**config.mk**
```make
export PLATFORM = sky130hd
export DESIGN_NAME = issue_ctrl_flat
export DESIGN_NICKNAME = d
export VERILOG_FILES = /design/src/rtl/issue_ctrl_pkg.sv /design/src/rtl/issue_ctrl_if.sv /design/src/rtl/issue_ctrl_classify.sv /design/src/rtl/issue_ctrl.sv /design/src/flat_wrapper.sv
export SDC_FILE = /design/constraint.sdc
export NUM_CORES = 1
export LEC_CHECK = 0
export ABC_AREA = 0
export BUFFER_PORTS_ARGS = -buffer_cell sky130_fd_sc_hd__buf_2
export CORE_ASPECT_RATIO = 0.9
export CORE_UTILIZATION = 50
export DETAILED_ROUTE_END_ITERATION = 10
export HOLD_SLACK_MARGIN = 0.15
export PLACE_DENSITY = 0.84
export SLEW_MARGIN = 20
export SYNTH_ARGS = -nofsm -noshare
export SYNTH_HDL_FRONTEND = slang
export SYNTH_HIERARCHICAL = 1
export SYNTH_SLANG_ARGS = --single-unit
export TNS_END_PERCENT = 100
```
**constraint.sdc**
```tcl
create_clock -name clk -period 2.3 [get_ports clk]
set_input_delay 0.345 -clock clk [delete_from_list [all_inputs] [get_ports clk]]
set_output_delay 0.345 -clock clk [all_outputs]
set_load 0.05 [all_outputs]
```
**src/rtl/issue_ctrl_pkg.sv**
```systemverilog
// rtl/issue_ctrl_pkg.sv - shared opcodes, state and class types for issue_ctrl
package issue_ctrl_pkg;

    typedef enum logic [1:0] {
        ST_RUN   = 2'd0,
        ST_STALL = 2'd1,
        ST_FLUSH = 2'd2
    } state_t;

    typedef enum logic [1:0] {
        CLS_DROP = 2'd0,
        CLS_RS   = 2'd1,
        CLS_LSB  = 2'd2
    } op_class_t;

    localparam int OP_NONE  = 0;
    localparam int OP_LUI   = 1;
    localparam int OP_AUIPC = 2;
    localparam int OP_JAL   = 3;
    localparam int OP_JALR  = 4;
    localparam int OP_BEQ   = 5;
    localparam int OP_BGEU  = 10;
    localparam int OP_LB    = 11;
    localparam int OP_LH    = 12;
    localparam int OP_LW    = 13;
    localparam int OP_LBU   = 14;
    localparam int OP_LHU   = 15;
    localparam int OP_SB    = 16;
    localparam int OP_SH    = 17;
    localparam int OP_SW    = 18;
    localparam int OP_ADDI  = 19;
    localparam int OP_ANDI  = 23;
    localparam int OP_ADD   = 28;
    localparam int OP_SUB   = 29;
    localparam int OP_AND   = 37;

    // Loads and stores occupy one contiguous opcode range.
    localparam int OP_LS_LO = OP_LB;
    localparam int OP_LS_HI = OP_SW;

endpackage

```
**src/rtl/issue_ctrl_if.sv**
```systemverilog
// rtl/issue_ctrl_if.sv - queue-head, downstream-flag and issue-bundle signals
interface issue_ctrl_if #(
    parameter int TAG_W = 4,
    parameter int OP_W  = 6
);
    logic             rdy;
    logic             flush;
    logic             iq_empty;
    logic [OP_W-1:0]  dc_op;
    logic             rob_full;
    logic             rs_full;
    logic             lsb_full;
    logic             iq_pop;
    logic             issue_valid;
    logic [OP_W-1:0]  issue_op;
    logic             issue_to_lsb;
    logic [TAG_W-1:0] issue_tag;
    logic [31:0]      stall_cnt;

    modport master (
        output rdy, flush, iq_empty, dc_op, rob_full, rs_full, lsb_full,
        input  iq_pop, issue_valid, issue_op, issue_to_lsb, issue_tag, stall_cnt
    );

    modport slave (
        input  rdy, flush, iq_empty, dc_op, rob_full, rs_full, lsb_full,
        output iq_pop, issue_valid, issue_op, issue_to_lsb, issue_tag, stall_cnt
    );
endinterface

```
**src/rtl/issue_ctrl_classify.sv**
```systemverilog
// rtl/issue_ctrl_classify.sv - combinational opcode to LSB/RS/drop class
module issue_classify
    import issue_ctrl_pkg::*;
#(
    parameter int OP_W = 6
) (
    input  logic [OP_W-1:0] op,
    output op_class_t       cls
);
    localparam logic [OP_W-1:0] LS_LO = OP_W'(OP_LS_LO);
    localparam logic [OP_W-1:0] LS_HI = OP_W'(OP_LS_HI);

    always_comb begin
        cls = CLS_RS;
        if (op == '0)
            cls = CLS_DROP;
        else if (op >= LS_LO && op <= LS_HI)
            cls = CLS_LSB;
    end
endmodule

```
**src/rtl/issue_ctrl.sv**
```systemverilog
// rtl/issue_ctrl.sv - in-order issue stage: pops the decoded queue head, assigns ROB tags
module issue_ctrl
    import issue_ctrl_pkg::*;
#(
    parameter int TAG_W = 4,
    parameter int OP_W  = 6
) (
    input  logic         clk,
    input  logic         rst,
    issue_ctrl_if.slave  bus
);
    state_t           state, state_nxt;
    op_class_t        cls;
    logic [TAG_W-1:0] tag;
    logic             target_full;
    logic             can_try;
    logic             accept;
    logic             issue_valid_q;
    logic [OP_W-1:0]  issue_op_q;
    logic             issue_to_lsb_q;
    logic [TAG_W-1:0] issue_tag_q;
    logic [31:0]      stall_cnt_q;

    issue_classify #(.OP_W(OP_W)) u_classify (
        .op  (bus.dc_op),
        .cls (cls)
    );

    always_comb begin
        target_full = (cls == CLS_LSB) ? bus.lsb_full : bus.rs_full;
        can_try     = bus.rdy & ~bus.flush & ~bus.iq_empty & (state != ST_FLUSH);
        // Unrecognised ops never occupy a downstream slot, so they are dropped regardless of fullness.
        accept      = can_try & ((cls == CLS_DROP) | (~bus.rob_full & ~target_full));
    end

    assign bus.iq_pop = accept & ~rst;

    always_comb begin
        state_nxt = state;
        if (bus.rdy) begin
            if (bus.flush) begin
                state_nxt = ST_FLUSH;
            end else begin
                case (state)
                    ST_RUN:   if (can_try && !accept) state_nxt = ST_STALL;
                    ST_STALL: if (accept) state_nxt = ST_RUN;
                    ST_FLUSH: state_nxt = ST_RUN;
                    default:  state_nxt = ST_RUN;
                endcase
            end
        end
    end

    always_ff @(posedge clk or posedge rst) begin
        if (rst)
            state <= ST_RUN;
        else
            state <= state_nxt;
    end

    always_ff @(posedge clk or posedge rst) begin
        if (rst) begin
            tag            <= '0;
            issue_valid_q  <= 1'b0;
            issue_op_q     <= '0;
            issue_to_lsb_q <= 1'b0;
            issue_tag_q    <= '0;
            stall_cnt_q    <= '0;
        end else if (bus.rdy) begin
            issue_valid_q <= accept && (cls != CLS_DROP);
            if (accept && cls != CLS_DROP) begin
                issue_op_q     <= bus.dc_op;
                issue_to_lsb_q <= (cls == CLS_LSB);
                issue_tag_q    <= tag;
            end
            if (bus.flush)
                tag <= '0;
            else if (accept && cls != CLS_DROP)
                tag <= tag + TAG_W'(1);
            if (state == ST_STALL && stall_cnt_q != 32'hFFFF_FFFF)
                stall_cnt_q <= stall_cnt_q + 32'd1;
        end
    end

    assign bus.issue_valid  = issue_valid_q;
    assign bus.issue_op     = issue_op_q;
    assign bus.issue_to_lsb = issue_to_lsb_q;
    assign bus.issue_tag    = issue_tag_q;
    assign bus.stall_cnt    = stall_cnt_q;
endmodule

```
**src/flat_wrapper.sv**
```systemverilog
// flat-port wrapper written by rule: the top's interface ports become plain ports
module issue_ctrl_flat import issue_ctrl_pkg::*;
#(
    parameter int TAG_W = 4,
    parameter int OP_W  = 6
)
  (clk, rst, bus_rdy, bus_flush, bus_iq_empty, bus_dc_op, bus_rob_full, bus_rs_full, bus_lsb_full, bus_iq_pop, bus_issue_valid, bus_issue_op, bus_issue_to_lsb, bus_issue_tag, bus_stall_cnt);
  issue_ctrl_if #(.TAG_W(TAG_W), .OP_W(OP_W)) bus_i ();
  input  logic clk;
  input  logic rst;
  input wire logic [$bits(bus_i.rdy)-1:0] bus_rdy;
  input wire logic [$bits(bus_i.flush)-1:0] bus_flush;
  input wire logic [$bits(bus_i.iq_empty)-1:0] bus_iq_empty;
  input wire logic [$bits(bus_i.dc_op)-1:0] bus_dc_op;
  input wire logic [$bits(bus_i.rob_full)-1:0] bus_rob_full;
  input wire logic [$bits(bus_i.rs_full)-1:0] bus_rs_full;
  input wire logic [$bits(bus_i.lsb_full)-1:0] bus_lsb_full;
  output wire logic [$bits(bus_i.iq_pop)-1:0] bus_iq_pop;
  output wire logic [$bits(bus_i.issue_valid)-1:0] bus_issue_valid;
  output wire logic [$bits(bus_i.issue_op)-1:0] bus_issue_op;
  output wire logic [$bits(bus_i.issue_to_lsb)-1:0] bus_issue_to_lsb;
  output wire logic [$bits(bus_i.issue_tag)-1:0] bus_issue_tag;
  output wire logic [$bits(bus_i.stall_cnt)-1:0] bus_stall_cnt;
  assign bus_i.rdy = bus_rdy;
  assign bus_i.flush = bus_flush;
  assign bus_i.iq_empty = bus_iq_empty;
  assign bus_i.dc_op = bus_dc_op;
  assign bus_i.rob_full = bus_rob_full;
  assign bus_i.rs_full = bus_rs_full;
  assign bus_i.lsb_full = bus_lsb_full;
  assign bus_iq_pop = bus_i.iq_pop;
  assign bus_issue_valid = bus_i.issue_valid;
  assign bus_issue_op = bus_i.issue_op;
  assign bus_issue_to_lsb = bus_i.issue_to_lsb;
  assign bus_issue_tag = bus_i.issue_tag;
  assign bus_stall_cnt = bus_i.stall_cnt;
  issue_ctrl #(.TAG_W(TAG_W), .OP_W(OP_W)) u_core (.clk(clk), .rst(rst), .bus(bus_i));
endmodule
```
==> reports/results.ini <==
[clocking]
clk_pin_slew_ns=0.09
htreeDepth=2
cts_inserted_buffers=5
tritoncts=built
holdBufCountCts=0
clock-sinks=50
clockBufferDepth=2
clkLatencyLatePin_ns=0.31
cts-root-buf=clkbuf_8

[layout]
layout-drive-gt1-share_pct=36.9
final_area_sq_um=2970
fin_cells=355
syn_to_final_growth_pct=24.2
seq_area_sq_um=1250
fill_cells=364
multi_input_area_sq_um=1100
nNetsFinal=308
postLayoutCoreUtil_pct=65.7
n_antenna_cell=0
layout_common_cells=57 x buf_2, 48 x dfrtp_1, 22 x xnor2_1
final_common_cell=buf_2

[setup_path]
crit_buf_inv=3
r2r_start=u_core/state[1]$_DFFE_PP0P_
crit_required_ns=1.96
cp_max_fo=4
crit_family=simple AND/OR/NAND/NOR gates
critPathMaxStageDelay_ns=0.39
path_class=in -> out
reg2reg_depth=5
ff2ff_setup_slack_ns=0.14
slowest_stage=or3b_1
reg2reg_to=u_core/bus.stall_cnt[27]$_DFFE_PP0P_
worstSetupStartpointType=input port
path_cells=buf_2 -> a21oi_1 -> or3b_1 -> a21o_1 -> o21ai_0 -> o21ai_1 -> buf_4 -> nor3_2 -> clkbuf_4
cp.arrival_ns=1.87
worstSetupEndpointType=output port

[synthesis]
synth_cells=219
synth_top_family_by_area=simple AND/OR/NAND/NOR gates
synth-main-ff-cell=dfrtp_1
synth_compound_area_share_pct=6.91
synthTopCellsByArea=dfrtp_1 52%, xnor2_1 8.1%, mux2_2 5.7%
synth_seq_area_share_pct=52.3
yosysUniqueCellTypes=40
synthArstFlopShare_pct=100
synthAdderAreaFrac_pct=1.05
synth-xor-area-share_pct=11.0
muxShareOfSynthArea_pct=5.65
netlist.area_leader.share_pct=52.3
synth_top_cell_by_area=dfrtp_1
syn_avg_cell_area_sq_um=10.9
synthesis.nets=235
synth_area_sq_um=2390
synth-simple-area-share_pct=21.2
ys_ff_latch=50
synth-edff-count=0
yosysWarnings=6

[die]
start_util_pct=52.9
die_area_sq_um=5060
boundaryPins=59
fp.dieW_um=74.9
die_height_um=67.6
num_rows=23
fp.coreArea_sq_um=4520

[pwr]
ir_drop_v=0.000399
p_seq_share_pct=45.8
total_leakage_power_nw=1.49
internal_power_w=0.00152
p_sw_w=0.000693
p_per_area_nw_per_um2=744
comb_power_share_pct=21.1
swShare_pct=31.3
clockPowerShare_pct=33.1

[sta]
skew_ns=0.00960
rsz0062_at_grt=no
slew_violations=0
finalHoldViolCount=0
layout_setup_ws_ns=0.0831
fin_crit_ns=2.22
finalSetupViolCount=0
setup_tns_ns=0
fmax_ghz=0.451
post-route-period-util_pct=96.4
worst-slew-pin-transition_ns=0.758
max-slew-margin-rel_pct=49.4

[global_routing]
antenna_found_initial=0
grt_pass1_vias=1755
grtUsageTotal_pct=21.5
grt_max_degree=38
grt-ovfl-total=0
grt_pass1_wl_mm=8.05

[run_status]
outcome=finished clean

[job]
drv_cap=0

[placed_design]
placed_cell_area_sq_um=2820
gp_congestion=0.780
post-place-ws_ns=0.00843
dp.cells=346
io_buffers=58
dp_hpwl_mm=3.53

[detailed_routing]
met2_length_mm=2.28
vias_per_cell=5.29
drt-total-wl_mm=4.89
drt_pass1_iterations=4
dr_total_vias=1878
wl_per_cell_um=13.8
ant_nets=0
dr_wl_met3_um=252
drt_iter0_markers=79
drc_errors=0
wl_met1_mm=2.28
routed.top_layer=met4

[min_path]
hold_class=in -> async

-- per-stage QoR --
| stage | hold slack, ns | power [W] |
|---|---|---|
| after global routing | 0.245 | 0.00230 |
| after CTS | 0.196 | 0.00222 |
| final | 0.178 | 0.00221 |
| after floorplan | 0.441 | 0.00137 |
| after detailed placement | 0.470 | 0.00150 |
| after global placement | 0.468 | 0.00148 |
-- area by class of cell --
| type | instances | share of cell area, % |
|---|---|---|
| timing repair buffer | 69 | 12.6 |
| inverter | 6 | 0.758 |
| sequential | 50 | 42.2 |
| multi-input combinational | 160 | 37.2 |
| clock inverter | 3 | 2.32 |
| tap | 62 | 2.61 |
| clock buffer | 5 | 2.32 |
-- cells by family after synthesis --
kind of cell    count (synthesis)
flops                          50
fa+ha+maj                       2
xor+xnor                       30
simple gates                   90
buf+inv                         9
mux                            12
compound gates                 26
-- power by group through the flow --
stage	Clock, W	Combinational [W]	Sequential [W]
3_5_place_dp	0	0.000465	0.00103
3_3_place_gp	0	0.000458	0.00103
4_1_cts	0.000745	0.000466	0.00101
6_report	0.000732	0.000466	0.00101
2_1_floorplan	0	0.000112	0.00126
5_1_grt	0.000780	0.000491	0.00103
-- worst max-delay path by stage --
| stage | startpoint | to | slack [ns] | cells past startpoint |
|---|---|---|---|---|
| finish | bus_dc_op[0] | bus_iq_pop | 0.08 | 9 |
| global route | bus_dc_op[0] | bus_iq_pop | 0.0006 | 9 |
| CTS | bus_dc_op[0] | bus_iq_pop | 0.07 | 9 |
| detailed placement | bus_dc_op[0] | u_core/bus.issue_op[2]$_DFFE_PP0P_ | 0.008 | 10 |
| global placement | bus_dc_op[0] | u_core/bus.issue_op[0]$_DFFE_PP0P_ | 0.12 | 10 |
| floorplan | u_core/bus.stall_cnt[6]$_DFFE_PP0P_ | u_core/bus.stall_cnt[1]$_DFFE_PP0P_ | 0.04 | 5 |
-- cell usage after synthesis (all sizes together), types with 5 or more instances --
library cell  number
nor3               6
inv                6
and3               9
mux2              12
nor2              17
a21oi              5
nand3             11
o21ai             11
xor2               8
dfrtp             50
nand4             14
nand2             20
xnor2             22
-- timing repair --
action / 4_1_cts / 5_1_grt
endpoints found under the setup margin: 0 / 1
gates resized for setup: 0 / 2
setup buffers: 0 / 1
-- registers in the layout, indices dropped and copies added, names as in the netlist --
signal	flops
u_core/state	2
u_core/bus.issue_op	6
u_core/tag	4
u_core/bus.issue_tag	4
u_core/bus.issue_valid	1
u_core/bus.stall_cnt	32
u_core/bus.issue_to_lsb	1
-- routing by layer --
metal	vias to the layer above	track usage [%]
li1	928	-
met1	899	28.1
met2	43	34.2
met3	8	5.22
met4	0	8.49
met5	-	0
Power figures use the tool's default switching activity.
